## config.mk

```make
export PLATFORM = sky130hd
export DESIGN_NAME = bus_responder
export DESIGN_NICKNAME = d
export VERILOG_FILES = /design/src/rtl/bus_pkg.sv /design/src/rtl/bus_responder_interrupt_controller.sv /design/src/rtl/bus_responder.sv
export SDC_FILE = /design/constraint.sdc
export NUM_CORES = 1
export LEC_CHECK = 0
export BUFFER_PORTS_ARGS = -buffer_cell sky130_fd_sc_hd__buf_2
export CAP_MARGIN = 20
export CORE_UTILIZATION = 50
export DETAILED_ROUTE_END_ITERATION = 7
export PLACE_DENSITY = 0.66
export SYNTH_ARGS = -nofsm -noshare
export SYNTH_HDL_FRONTEND = slang
export SYNTH_SLANG_ARGS = --single-unit
```

## constraint.sdc

```tcl
create_clock -name i_Clk -period 5.7 [get_ports i_Clk]
set_input_delay 0.57 -clock i_Clk [delete_from_list [all_inputs] [get_ports i_Clk]]
set_output_delay 0.57 -clock i_Clk [all_outputs]
set_load 0.01 [all_outputs]
```

## src/rtl/bus_pkg.sv

```systemverilog
// Shared constants and types for the CPU-side bus responder.
package bus_pkg;

   localparam logic [15:0] IF_ADDR  = 16'hFF0F;
   localparam logic [15:0] IE_ADDR  = 16'hFFFF;
   localparam logic [15:0] HRAM_END = 16'hFFFE;
   localparam int unsigned IRQ_W    = 5;

   typedef enum logic [1:0] {
      ST_IDLE,
      ST_INT,
      ST_EXT,
      ST_DONE
   } bus_state_e;

   typedef enum int unsigned {
      IRQ_VBLANK = 0,
      IRQ_STAT   = 1,
      IRQ_TIMER  = 2,
      IRQ_SERIAL = 3,
      IRQ_JOYPAD = 4
   } irq_bit_e;

   // Isolates the lowest set bit, which is the highest-priority interrupt.
   function automatic logic [IRQ_W-1:0] lowest_set(input logic [IRQ_W-1:0] v);
      return v & (~v + 5'd1);
   endfunction

endpackage

```

## src/rtl/bus_responder_interrupt_controller.sv

```systemverilog
// IF/IE register pair with ack edge detection and lowest-bit-first retirement.
module interrupt_controller
   import bus_pkg::*;
(
   input  logic             clk_i,
   input  logic             rst_ni,
   input  logic             en_i,
   input  logic [IRQ_W-1:0] src_i,
   input  logic             ack_i,
   input  logic             wr_if_i,
   input  logic             wr_ie_i,
   input  logic [7:0]       wr_data_i,
   output logic [IRQ_W-1:0] if_o,
   output logic [7:0]       ie_o,
   output logic [IRQ_W-1:0] pending_o
);

   logic [IRQ_W-1:0] if_q, if_d;
   logic [7:0]       ie_q, ie_d;
   logic             ack_q;

   assign pending_o = if_q & ie_q[IRQ_W-1:0];
   assign if_o      = if_q;
   assign ie_o      = ie_q;

   // Sources are ORed in last so a same-cycle pulse survives both a write and an ack.
   always_comb begin
      if_d = if_q;
      ie_d = ie_q;
      if (wr_if_i) if_d = wr_data_i[IRQ_W-1:0];
      if (wr_ie_i) ie_d = wr_data_i;
      if (ack_i && !ack_q) if_d = if_d & ~lowest_set(pending_o);
      if_d = if_d | src_i;
   end

   always_ff @(posedge clk_i or negedge rst_ni) begin
      if (!rst_ni) begin
         if_q  <= '0;
         ie_q  <= '0;
         ack_q <= 1'b0;
      end else if (en_i) begin
         if_q  <= if_d;
         ie_q  <= ie_d;
         ack_q <= ack_i;
      end
   end

endmodule

```

## src/rtl/bus_responder.sv

```systemverilog
// CPU-facing memory responder: HRAM, IF/IE registers and a timed external port.
module bus_responder
   import bus_pkg::*;
#(
   parameter logic [15:0] HRAM_BASE   = 16'hFF80,
   parameter int unsigned EXT_TIMEOUT = 16
) (
   input  logic        i_Clk,
   input  logic        i_Reset_n,
   input  logic        i_Enable,
   input  logic [15:0] i_Address,
   input  logic        i_Address_Valid,
   input  logic        i_Read,
   input  logic        i_Write,
   input  logic [7:0]  i_Data,
   output logic [7:0]  o_Data,
   output logic        o_Ready,
   input  logic [4:0]  i_Irq_Sources,
   output logic [4:0]  o_Interrupts,
   input  logic        i_Int_Ack,
   output logic [15:0] o_Ext_Address,
   output logic [7:0]  o_Ext_Data,
   input  logic [7:0]  i_Ext_Data,
   output logic        o_Ext_Read,
   output logic        o_Ext_Write,
   input  logic        i_Ext_Ready
);

   localparam int unsigned CNT_W = $clog2(EXT_TIMEOUT) + 1;

   bus_state_e       state_q, state_d;
   logic [15:0]      addr_q, addr_d, acc_q, acc_d, ext_addr_q, ext_addr_d;
   logic             wr_q, wr_d, ready_q, ready_d;
   logic             ext_rd_q, ext_rd_d, ext_wr_q, ext_wr_d;
   logic [7:0]       wdata_q, wdata_d, data_q, data_d, ext_data_q, ext_data_d;
   logic [CNT_W-1:0] cnt_q, cnt_d;
   logic [7:0]       hram [0:126];
   logic [IRQ_W-1:0] if_val;
   logic [7:0]       ie_val, int_rdata;
   logic             req, req_is_int, wr_if, wr_ie, hram_we;
   logic [6:0]       rd_idx, wr_idx;

   assign addr_d = i_Address_Valid ? i_Address : addr_q;
   // The o_Ready cycle after an external access is idle, so a still-held strobe is not a new request.
   assign req = (i_Read | i_Write) && (state_q == ST_IDLE) && !ready_q;
   assign req_is_int = (addr_d == IF_ADDR) || (addr_d == IE_ADDR) ||
                       ((addr_d >= HRAM_BASE) && (addr_d <= HRAM_END));
   assign rd_idx = 7'(addr_d - HRAM_BASE);
   assign wr_idx = 7'(acc_q - HRAM_BASE);

   always_comb begin
      if (addr_d == IF_ADDR)      int_rdata = {3'b111, if_val};
      else if (addr_d == IE_ADDR) int_rdata = ie_val;
      else                        int_rdata = hram[rd_idx];
   end

   always_comb begin
      state_d    = state_q;
      acc_d      = acc_q;
      wr_d       = wr_q;
      wdata_d    = wdata_q;
      data_d     = data_q;
      ready_d    = 1'b0;
      ext_rd_d   = ext_rd_q;
      ext_wr_d   = ext_wr_q;
      ext_addr_d = ext_addr_q;
      ext_data_d = ext_data_q;
      cnt_d      = cnt_q;
      wr_if      = 1'b0;
      wr_ie      = 1'b0;
      hram_we    = 1'b0;
      case (state_q)
         ST_IDLE: begin
            if (req) begin
               acc_d   = addr_d;
               wr_d    = i_Write;
               wdata_d = i_Data;
               if (req_is_int) begin
                  // Internal reads complete at the request edge so data and o_Ready appear together.
                  state_d = ST_INT;
                  ready_d = 1'b1;
                  if (!i_Write) data_d = int_rdata;
               end else begin
                  state_d    = ST_EXT;
                  ext_addr_d = addr_d;
                  ext_data_d = i_Data;
                  ext_rd_d   = !i_Write;
                  ext_wr_d   = i_Write;
                  cnt_d      = '0;
               end
            end
         end
         ST_INT: begin
            state_d = ST_IDLE;
            if (wr_q) begin
               if (acc_q == IF_ADDR)      wr_if   = 1'b1;
               else if (acc_q == IE_ADDR) wr_ie   = 1'b1;
               else                       hram_we = 1'b1;
            end
         end
         ST_EXT: begin
            if (i_Ext_Ready) begin
               if (!wr_q) data_d = i_Ext_Data;
               ext_rd_d = 1'b0;
               ext_wr_d = 1'b0;
               state_d  = ST_DONE;
            end else if (cnt_q == CNT_W'(EXT_TIMEOUT - 1)) begin
               if (!wr_q) data_d = 8'hFF;
               ext_rd_d = 1'b0;
               ext_wr_d = 1'b0;
               state_d  = ST_DONE;
            end else begin
               cnt_d = cnt_q + 1'b1;
            end
         end
         ST_DONE: begin
            state_d = ST_IDLE;
            ready_d = 1'b1;
         end
         default: state_d = ST_IDLE;
      endcase
   end

   always_ff @(posedge i_Clk or negedge i_Reset_n) begin
      if (!i_Reset_n) begin
         state_q    <= ST_IDLE;
         addr_q     <= '0;
         acc_q      <= '0;
         wr_q       <= 1'b0;
         wdata_q    <= '0;
         data_q     <= '1;
         ready_q    <= 1'b0;
         ext_rd_q   <= 1'b0;
         ext_wr_q   <= 1'b0;
         ext_addr_q <= '0;
         ext_data_q <= '0;
         cnt_q      <= '0;
      end else if (i_Enable) begin
         state_q    <= state_d;
         addr_q     <= addr_d;
         acc_q      <= acc_d;
         wr_q       <= wr_d;
         wdata_q    <= wdata_d;
         data_q     <= data_d;
         ready_q    <= ready_d;
         ext_rd_q   <= ext_rd_d;
         ext_wr_q   <= ext_wr_d;
         ext_addr_q <= ext_addr_d;
         ext_data_q <= ext_data_d;
         cnt_q      <= cnt_d;
      end
   end

   always_ff @(posedge i_Clk) begin
      if (i_Enable && hram_we) hram[wr_idx] <= wdata_q;
   end

   interrupt_controller u_irq (
      .clk_i     (i_Clk),
      .rst_ni    (i_Reset_n),
      .en_i      (i_Enable),
      .src_i     (i_Irq_Sources),
      .ack_i     (i_Int_Ack),
      .wr_if_i   (wr_if),
      .wr_ie_i   (wr_ie),
      .wr_data_i (wdata_q),
      .if_o      (if_val),
      .ie_o      (ie_val),
      .pending_o (o_Interrupts)
   );

   assign o_Data        = data_q;
   assign o_Ready       = ready_q;
   assign o_Ext_Read    = ext_rd_q;
   assign o_Ext_Write   = ext_wr_q;
   assign o_Ext_Address = ext_addr_q;
   assign o_Ext_Data    = ext_data_q;

endmodule
```

# Word-level counts from Yosys, hierarchy flattened
# Memories as Yosys holds them, arrays and structs flattened.
# Index checks and enable logic that the tools add are counted.
# Widths: inputs -> output; s select.
# op_classes
addsub,4
eq_ne,16
n_mux,47
bitwise,8
order_cmp,2
n_reduce_logical,20
# ops
operator,count
$mux 8,9
$eq 16x16->1 const B,4
$mux 5,6
$mux 1,21
$ge 16x16->1 const B,1
$le 16x16->1 const B,1
$mux 16,1
$pmux 8 s2,1
$and 5x5->5,3
$ne 2x2->1 const B,7
$sub 7x1->7 const B,2
$add 5x1->5 const B,2
$not 5->5,2
$pmux 5 s2,1
$mux 2,4
$reduce_and 7->1,1
$pmux 1 s2,3
$pmux 2 s3,1
$reduce_and 3->1,2
$reduce_and 6->1,1
$eq 5x4->1 const B,1
$logic_and 1x1->1,5
$or 5x5->5,1
$reduce_and 5->1,1
other kinds (12),16
# totals
word_cells,113
memories,1
ramBits,1016
register_bits,97
# mem_list
memory,depth,width,read_ports,rd_clocked_by_memory_dff,wr,line,source
hram,127,8,1,0,1,bus_responder.sv:37,logic [7:0] hram [0:126];

# Depth between registers and ports, before layout
# Gate-level depths: netlist of run 1.
# An unclocked memory read counts as a cell.
# depth
ltp_word,9
depth_mapped,14

# By module
# From an unflattened synthesis of run 1, not the netlist that was laid out.
# unflattened
hier_cells,3629
hier_area_um2,47420.5
# modules_own_cells
module,instances,area_each_um2,seq_area_each_um2,cells_per_inst
bus_responder,1,46731.1,32596.3,3571
interrupt_controller,1,689.4,350.3,58

# Worst setup path before layout of run 1
# No wires, ideal clock.
# synth_path
path_kind,input -> register
start,input i_Address_Valid
end,"register data_q[6], in the netlist o_Data[6]"
setup_slack_ns,2.938
n_path_buf,3
arrival_ns,2.670
t_required_ns,5.608
stages,10
cell_sequence,buf_4 buf_6 mux2_2 buf_2 mux4_2 a2111oi_0 and3_1 a21oi_1 a2111oi_0 o31ai_1
# synth_between
elab_chain_cells,9
word_cells_on_any_way,18
# synth_lines
element,line,source
"start, declared",bus_responder.sv:12,"input logic i_Address_Valid,"
$mux 16 *,bus_responder.sv:43,assign addr_d = i_Address_Valid ? i_Address : addr_q;
$sub 7x1->7,bus_responder.sv:48,assign rd_idx = 7'(addr_d - HRAM_BASE);
$mem_v2 127x8,-,
$mux 8,bus_responder.sv:53,else if (addr_d == IE_ADDR) int_rdata = ie_val;
$mux 8,bus_responder.sv:52,"if (addr_d == IF_ADDR) int_rdata = {3'b111, if_val};"
$mux 8,bus_responder.sv:82,if (!i_Write) data_d = int_rdata;
$mux 8,bus_responder.sv:78,if (req_is_int) begin
$mux 8,bus_responder.sv:74,if (req) begin
$pmux 8 s2,bus_responder.sv:72,case (state_q)
"end signal, assigned",bus_responder.sv:144,data_q <= data_d;
"end, declared",bus_responder.sv:35,"logic [7:0] wdata_q, wdata_d, data_q, data_d, ext_data_q, ext_data_d;"
# Mark *: on every way between the ends. The rest lies on a longest branch, timed or not. The select of a mux whose other input is x is not followed.
# A chain may end at the register's enable or synchronous reset.

# Final worst setup path of run 1
# layout_path
start,register addr_q[0]
end,"register data_q[0], in the netlist o_Data[0]"
# layout_between
elab_chain_cells,9
word_cells_on_any_way,18
# layout_lines
element,line,source
"start, declared",bus_responder.sv:32,"logic [15:0] addr_q, addr_d, acc_q, acc_d, ext_addr_q, ext_addr_d;"
"start signal, assigned",bus_responder.sv:140,addr_q <= addr_d;
$mux 16 *,bus_responder.sv:43,
$sub 7x1->7,bus_responder.sv:48,
$mem_v2 127x8,-,
$mux 8,bus_responder.sv:53,
$mux 8,bus_responder.sv:52,
$mux 8,bus_responder.sv:82,
$mux 8,bus_responder.sv:78,
$mux 8,bus_responder.sv:74,
$pmux 8 s2,bus_responder.sv:72,
# Marks and branches as above.

==> summary.txt, run 1 <==
Status
  – Status: finished, final reports clean

Critical path
  – Buf+Inv Stages, Crit Path: 1
  – Startpoint class of the critical path: flop
  – Slowest stage cell, crit path: a211oi_1
  – Worst reg2reg path depth: 8
  – Critical path class: reg -> reg
  – Arrival time of data at the critical path endpoint: 4.68 ns
  – Cell-by-cell listing of the critical path: mux2_8, buf_12, mux4_2, a22o_1, a211oi_1, a211oi_1, a211oi_1, o31ai_1
  – WP data required: 6.31 ns
  – Most common cell on crit path: a211oi_1
  – CP max stage delay: ~0.61 ns
  – Maximum fanout along the worst path: roughly 90
  – Crit path from: addr_q[0]
  – Critical R2R Launch: addr_q[0]
  – Capturing element type of the critical path: flop
  – Worst flop-to-flop path endpoint: o_Data[0]
  – Register-to-register path setup slack: around 1.6 ns
  – Cell type group with the largest total delay on the critical path: compound AO/OA/AOI/OAI gates
  – Number of cells on the critical path: 8

Place
  – Final GP Congestion: between 0.9 and 1
  – Setup Slack @ Placement: 1.07 ns
  – Post-DP Area: between 0.04 and 0.05 mm²
  – Buffers on Ports: 84
  – Total half-perimeter wirelength after legalization and detailed placement: about 75 mm
  – Number of instances in the placed design: between 4,000 and 5,000

Power and ir drop
  – Power density over the cells: between 400 and 500 mW/mm²
  – Maximum vdd drop: approximately 0.43 mV
  – Static leakage: 16.8 nW

Finish
  – Fill count: between 6,000 and 7,000
  – Share of final-layout standard cells stronger than drive strength 1: approximately 16%
  – Total Nets Final: around 3,100
  – Post-route design area: 0.0498 mm²
  – Area growth from synthesis to layout: 12.1%
  – Antenna cells: 0
  – Number of cells in the finished layout apart from fillers: 4,310

Run
  – Max-cap violations: 0

CTS
  – CTS HTree Levels: 3
  – Number of clock buffers inserted by TritonCTS: 109
  – CTS root buf: clkbuf_16
  – Clock input transition at the sequential cells of the worst setup and hold paths: approximately 0.060 ns
  – Post-CTS repair timing setup buffer count: 0
  – Worst-skew pair later-pin latency: ~0.7 ns
  – Clock tree from TritonCTS: done
  – Maximum clock insertion buffer count: 3
  – Clk sinks: between 1,000 and 1,500
  – Number of gates resized after cts: 0

Timing
  – Final WS setup: 1.62 ns
  – Final TNS setup: 0 ns
  – Least-Margin Pin Slew: ~1.1 ns
  – Final hold vios: 0
  – Final Max Tran Viols: 0
  – Peak Freq: between 0.2 and 0.25 GHz
  – Final count of negative-setup-slack endpoints: 0
  – Max transition margin: 23.3%
  – Worst hold margin: ~0.082 ns
  – Final critical-path required period: 4.08 ns
  – Final period util: a little under three quarters
  – Setup repair after global routing missed its margin: no
  – Setup Skew: approximately 0.031 ns

Drt
  – Violation count after the first detailed-routing iteration: between 3,000 and 4,000
  – Total Routed Length: about 120 mm
  – Vias per inst: between 6 and 7
  – DRC violations left: 0
  – Mean routed wirelength per cell: 28.7 µm
  – Final antenna-violating net count: 0
  – Number of vias in the routed layout: 27,475
  – First-pass iteration count of the detailed router: 6

Floorplanning
  – Standard cell core area: about 0.087 mm²
  – Height of the die: 300 µm
  – Area of the die: approximately 0.09 mm²
  – # IOs: 85
  – Core Rows: 108
  – Initial cell density of the core: between 50% and 60%
  – X dimension of the die: 300 µm

Synth
  – Seq cells post-synth: between 1,000 and 1,500
  – Most area-consuming cells after synthesis: edfxtp_1 69%, nand2_1 5.1%, dfrtp_1 5.0%
  – Seq/Total Area, Yosys: 74.2%
  – Mapped Cells: a little under 3,000
  – Mapped cell area: 0.0444 mm²
  – Share of the synthesized area in the top cell type: 68.7%
  – Most frequent cell after synthesis: edfxtp_1
  – Number of enable flip-flop cells after synthesis: about 1,000
  – List of most frequent post-synthesis cells: 1,016 x edfxtp_1, 600 x nand2_1, 194 x nor2_1
  – Area leader, netlist: edfxtp_1
  – Avg Synthesized Cell Area: about 15 µm²
  – Syn Nets: a little over 3,000
  – Async set-or-reset flop fraction in the synthesized netlist: under 10%
  – Top flip-flop cell by instance count after synthesis: edfxtp_1
  – Number of distinct library cell variants in the gate-level netlist after synthesis: between 60 and 70
  – Ys Warns: 0

GRT
  – First-pass GRT wire length: approximately 180 mm
  – Number of antenna violations at the first check in global routing: 4
  – Global route total overflow: 0
  – Via count of the first global-routing pass: around 27,000
  – Pin count of the biggest net entering global routing: 90
  – Global router's overall resource usage: 27.6%

Worst hold path
  – Startpoint of the most critical hold path: i_Data[6]
  – Worst hold endpoint: wdata_q[6]
  – Class of the tightest hold or removal check: in -> reg
  – Hold path depth: 3
worst min-delay path, delay by kind of cell:
kind                   cells  cell delay (ns)
buffers and inverters      1             0.08
and+or+nand+nor            2             0.08
per-stage QoR:
step                      total power [W]  util (%)
after global placement             0.0141      52.9
after global routing               0.0218      57.0
after floorplan                    0.0125         -
after CTS                          0.0212      57.0
final                              0.0212      57.0
after detailed placement           0.0142      52.9
worst max path at each step:
stage | endpoint | slack [ns]
final | o_Data[0] | 1.62
after global routing | o_Data[6] | 1.52
after CTS | o_Data[5] | 1.74
after detailed placement | o_Data[5] | 1.07
after global placement | o_Data[4] | 0.78
after floorplan | o_Data[6] | 2.94
metal layers:
metal / global-route usage (%) / routed length, µm / vias up / part of all wire, %
met5: 0 / 35 / - / 0.028
met4: 10.6 / 4460 / 6 / 3.6
met3: 5.98 / 13700 / 280 / 11
met2: 42.8 / 57600 / 1712 / 47
met1: 38.5 / 47800 / 13953 / 39
li1: - / - / 11524 / -
flip-flops by register name (all words and copies together) (netlist names):
register / flops
o_Ext_Address: 16
hram: 1016
state_q: 2
o_Ready: 1
acc_q: 16
o_Ext_Read: 1
o_Data: 8
wdata_q: 8
addr_q: 16
o_Ext_Data: 8
u_irq.ack_q: 1
cnt_q: 5
u_irq.ie_o: 8
wr_q: 1
u_irq.if_o: 5
o_Ext_Write: 1
cell type report:
type / instances / area, µm² / area share (%)
Tap cell: 1155 / 1450 / 2.90
Timing Repair Buffer: 166 / 1110 / 2.23
Clock inverter: 63 / 581 / 1.17
Clock buffer: 140 / 2960 / 5.93
Multi-Input combinational cell: 1664 / 10700 / 21.5
Inverter: 9 / 33.8 / 0.0678
Sequential cell: 1113 / 33000 / 66.2
layout by cell type (no fill, tap or decap), types with 17 or more instances in the layout:
cell,n
mux2i_1,61
clkbuf_16,111
buf_2,83
clkinv_1,27
and3_1,32
edfxtp_1,1016
a2111oi_0,17
mux4_2,98
buf_4,75
nand2_1,596
a211oi_1,25
mux2_2,32
nand3_1,165
a21oi_1,95
a311oi_1,25
clkbuf_1,22
a32oi_1,24
nor2_1,186
dfrtp_1,81
a22o_1,17
a31oi_1,35
clkinv_2,19
o21ai_0,39
a22oi_1,19
logic make-up after synthesis:
family          synth area share [%]
simple gates                    10.1
compound gates                  6.19
mux                             7.36
flops                           74.2
fa+ha+maj                      0.169
buf+inv                         2.01
power breakdown:
group	internal (W)	leakage (nW)	switching, W
Combinational	0.000856	4.74	0.00219
Clock	0.00407	1.74	0.00307
Sequential	0.0102	10.4	0.000856
Total	0.0151	16.8	0.00612
repair_timing:
item,in CTS,in global routing
hold buffers,1,0
hold endpoints to repair,28,0
setup endpoints to repair,0,0
(Power assumes the default switching activity.)
==> inputs of run 2 (changes only) <==
- PLACE_DENSITY: 0.66 -> 0.68
- clock period: 5.7 -> 3.55 ns (I/O delays scaled with it)
==> run 2 against run 1 <==
Effect of this change:
- routed wire length is 3.2% lower
- sequential share of layout area is 1.2 points lower
- clock-buffer cell count is 5 lower
- worst hold slack worse by 0.025 ns
- utilization is 1.0 points higher
- die area stayed put
- first-iteration DRC count is 1.7% lower
- final area is 1.8% higher
- non-clock buffer count is 99 higher
- via count is 1.0% lower
- critical path type unchanged
- highest routed layer unchanged
==> summary.txt, run 2 (synthesis gave the netlist of run 1 again) <==
Critical path
  – Most common cell on crit path: a21oi_1
  – Cell-by-cell listing of the critical path: mux2_8, buf_12, mux4_2, a2111oi_1, buf_4, a21oi_1, a21oi_1, o31ai_1
  – Arrival time of data at the critical path endpoint: approximately 4.2 ns
  – Critical path class: reg -> reg
  – Startpoint class of the critical path: flop
  – WP data required: just over 4 ns
  – Capturing element type of the critical path: flop
  – Maximum fanout along the worst path: 19
  – Slowest stage cell, crit path: a2111oi_1
  – CP max stage delay: 0.85 ns

Finish
  – Area growth from synthesis to layout: 14.1%
  – Number of cells in the finished layout apart from fillers: between 4,000 and 5,000
  – Most common library cell in the layout ignoring fill and taps: edfxtp_1
  – Antenna cells: 0
  – Total Nets Final: about 3,200
  – Leading cell types in the layout, fill and taps excluded: 1,016 x edfxtp_1, 600 x nand2_1, 186 x nor2_1
  – Finished Core Util: around 58%
  – Largest register FFs: 1,016
  – Multi-input combinational cell area: 0.0107 mm²
  – Fill count: 6,523
  – Register with the most flip-flops: hram
  – Share of final-layout standard cells stronger than drive strength 1: between 15 and 20%
  – Flip-flop and latch area: approximately 0.033 mm²

Drt
  – Violation count after the first detailed-routing iteration: ~3,700
  – DRC violations left: 0
  – Highest routed metal layer: met5
  – Vias per inst: around 6.2
  – First-pass iteration count of the detailed router: 6
  – Total length of routed met3 wires: 13.3 mm
  – Met2 wire length: between 50 and 60 mm
  – Final antenna-violating net count: 0
  – Length of routed wiring on met1: roughly 46 mm
  – Mean routed wirelength per cell: 27.2 µm
  – Total Routed Length: between 100 and 150 mm
  – Number of vias in the routed layout: 27,194

CTS
  – CTS HTree Levels: 3
  – Clk sinks: roughly 1,100
  – Number of clock buffers inserted by TritonCTS: around 110
  – Post-CTS repair timing setup buffer count: 0
  – Maximum clock insertion buffer count: 3
  – Clock input transition at the sequential cells of the worst setup and hold paths: ~0.06 ns
  – Worst-skew pair later-pin latency: ~0.7 ns
  – CTS root buf: clkbuf_16
  – Clock tree from TritonCTS: done

Timing
  – Worst hold margin: roughly 0.057 ns
  – Setup Skew: about 0.054 ns
  – Final critical-path required period: 3.55 ns
  – Final Max Tran Viols: 0
  – Peak Freq: about 0.28 GHz
  – Final period util: ~100%
  – Final hold vios: 0
  – Setup repair after global routing missed its margin: no
  – Max transition margin: 25.2%
  – Final count of negative-setup-slack endpoints: 0
  – Least-Margin Pin Slew: approximately 1.1 ns

Floorplanning
  – # IOs: between 80 and 90
  – Height of the die: about 300 µm
  – X dimension of the die: ~300 µm
  – Core Rows: roughly 110
  – Standard cell core area: 0.0874 mm²
  – Area of the die: about 0.090 mm²
  – Initial cell density of the core: 50.8%

Status
  – Status: finished, final reports clean

Power and ir drop
  – Design internal power: approximately 0.024 W
  – Clock share of power: between 30% and 40%
  – Comb pwr share: 16.0%
  – Power density over the cells: ~670 mW/mm²
  – Fraction of power spent switching nets: 28.6%
  – Switching power of the nets: 0.00964 W
  – Static leakage: 17.3 nW
  – Part of the power in registers: 51.5%
  – Maximum vdd drop: about 0.77 mV

Place
  – Total half-perimeter wirelength after legalization and detailed placement: roughly 75 mm
  – Final GP Congestion: 0.916
  – Number of instances in the placed design: 4,182
  – Buffers on Ports: 84

GRT
  – Global router's overall resource usage: between 20% and 30%
  – Via count of the first global-routing pass: 26,592
  – Number of antenna violations at the first check in global routing: 4
  – First-pass GRT wire length: approximately 180 mm
  – Pin count of the biggest net entering global routing: 120
  – Global route total overflow: 0

Run
  – Max-cap violations: 0

Worst hold path
  – Class of the tightest hold or removal check: in -> reg
==> run 2: cell types whose count changed in the layout (fill, tap and decap cells not counted), moves of 2 or more <==
| cell | delta |
|---|---|
| buf_4 | +56 |
| dlygate4sd3_1 | +23 |
| buf_12 | +21 |
| clkbuf_16 | -4 |
| clkinv_16 | +4 |
| nand2_1 | +4 |
| nand2_2 | -4 |
| bufinv_16 | -3 |
| clkinv_1 | +3 |
| clkinv_2 | -3 |
| inv_16 | -2 |
| nand3_1 | +2 |
| nand3_2 | -2 |
==> run 2: worst paths after layout <==
kind                                   start                to  slack, ns  cells after the start
min in group asynchronous          i_Reset_n  o_Ext_Address[3]       0.28                      2
max in group asynchronous          i_Reset_n         o_Data[5]       2.43                      3
worst max-delay path               addr_q[0]         o_Data[3]      0.002                      8
worst max register to register     addr_q[0]         o_Data[3]      0.002                      8
worst min register to register      cnt_q[4]          cnt_q[4]       0.49                      2
worst min-delay path            i_Address[4]         addr_q[4]       0.06                      3
==> run 2: cell type report <==
type                            instances  area share (%)
Timing Repair Buffer                  265            4.30
Multi-Input combinational cell       1664            21.1
Clock inverter                         60            1.07
Inverter                                9          0.0666
Tap cell                             1155            2.85
Sequential cell                      1113            65.0
Clock buffer                          135            5.61
==> run 2: per-stage QoR <==
step	setup slack [ns]	total power (W)	TNS, ns	cell area (µm²)
floorplan	1.00	0.0201	0	44400
global placement	-0.161	0.0227	-0.161	47100
global route	0.0603	0.0347	0	50700
finish	0.00240	0.0338	0	50700
detailed placement	-0.229	0.0229	-0.268	47100
CTS	0.170	0.0338	0	50700
==> run 2: power groups by stage <==
stage	combinational, W	sequential, W	clock (W)
6_report	0.00539	0.0174	0.0110
5_1_grt	0.00573	0.0174	0.0116
4_1_cts	0.00533	0.0174	0.0111
3_5_place_dp	0.00530	0.0176	0
3_3_place_gp	0.00515	0.0176	0
2_1_floorplan	0.00230	0.0178	0
==> run 2: repair_timing <==
action                     4_1_cts  5_1_grt
hold endpoints to repair        87        0
setup endpoints to repair        1        0
hold buffers                    24        0
resized for setup                1        0
==> run 2: worst max-delay path, delay by kind of cell, from the launching register on <==
family | cells | cell delay (ns)
buffers and inverters | 2 | 0.45
flip-flops | 1 | 0.45
multiplexers | 2 | 0.92
AO/OA/AOI/OAI | 4 | 1.61
==> run 2: metal layers <==
metal / global-route usage (%) / vias to the layer above
met5: 0 / -
met1: 36.6 / 13656
met3: 6.42 / 229
met2: 41.7 / 1599
met4: 9.10 / 4
li1: - / 11706
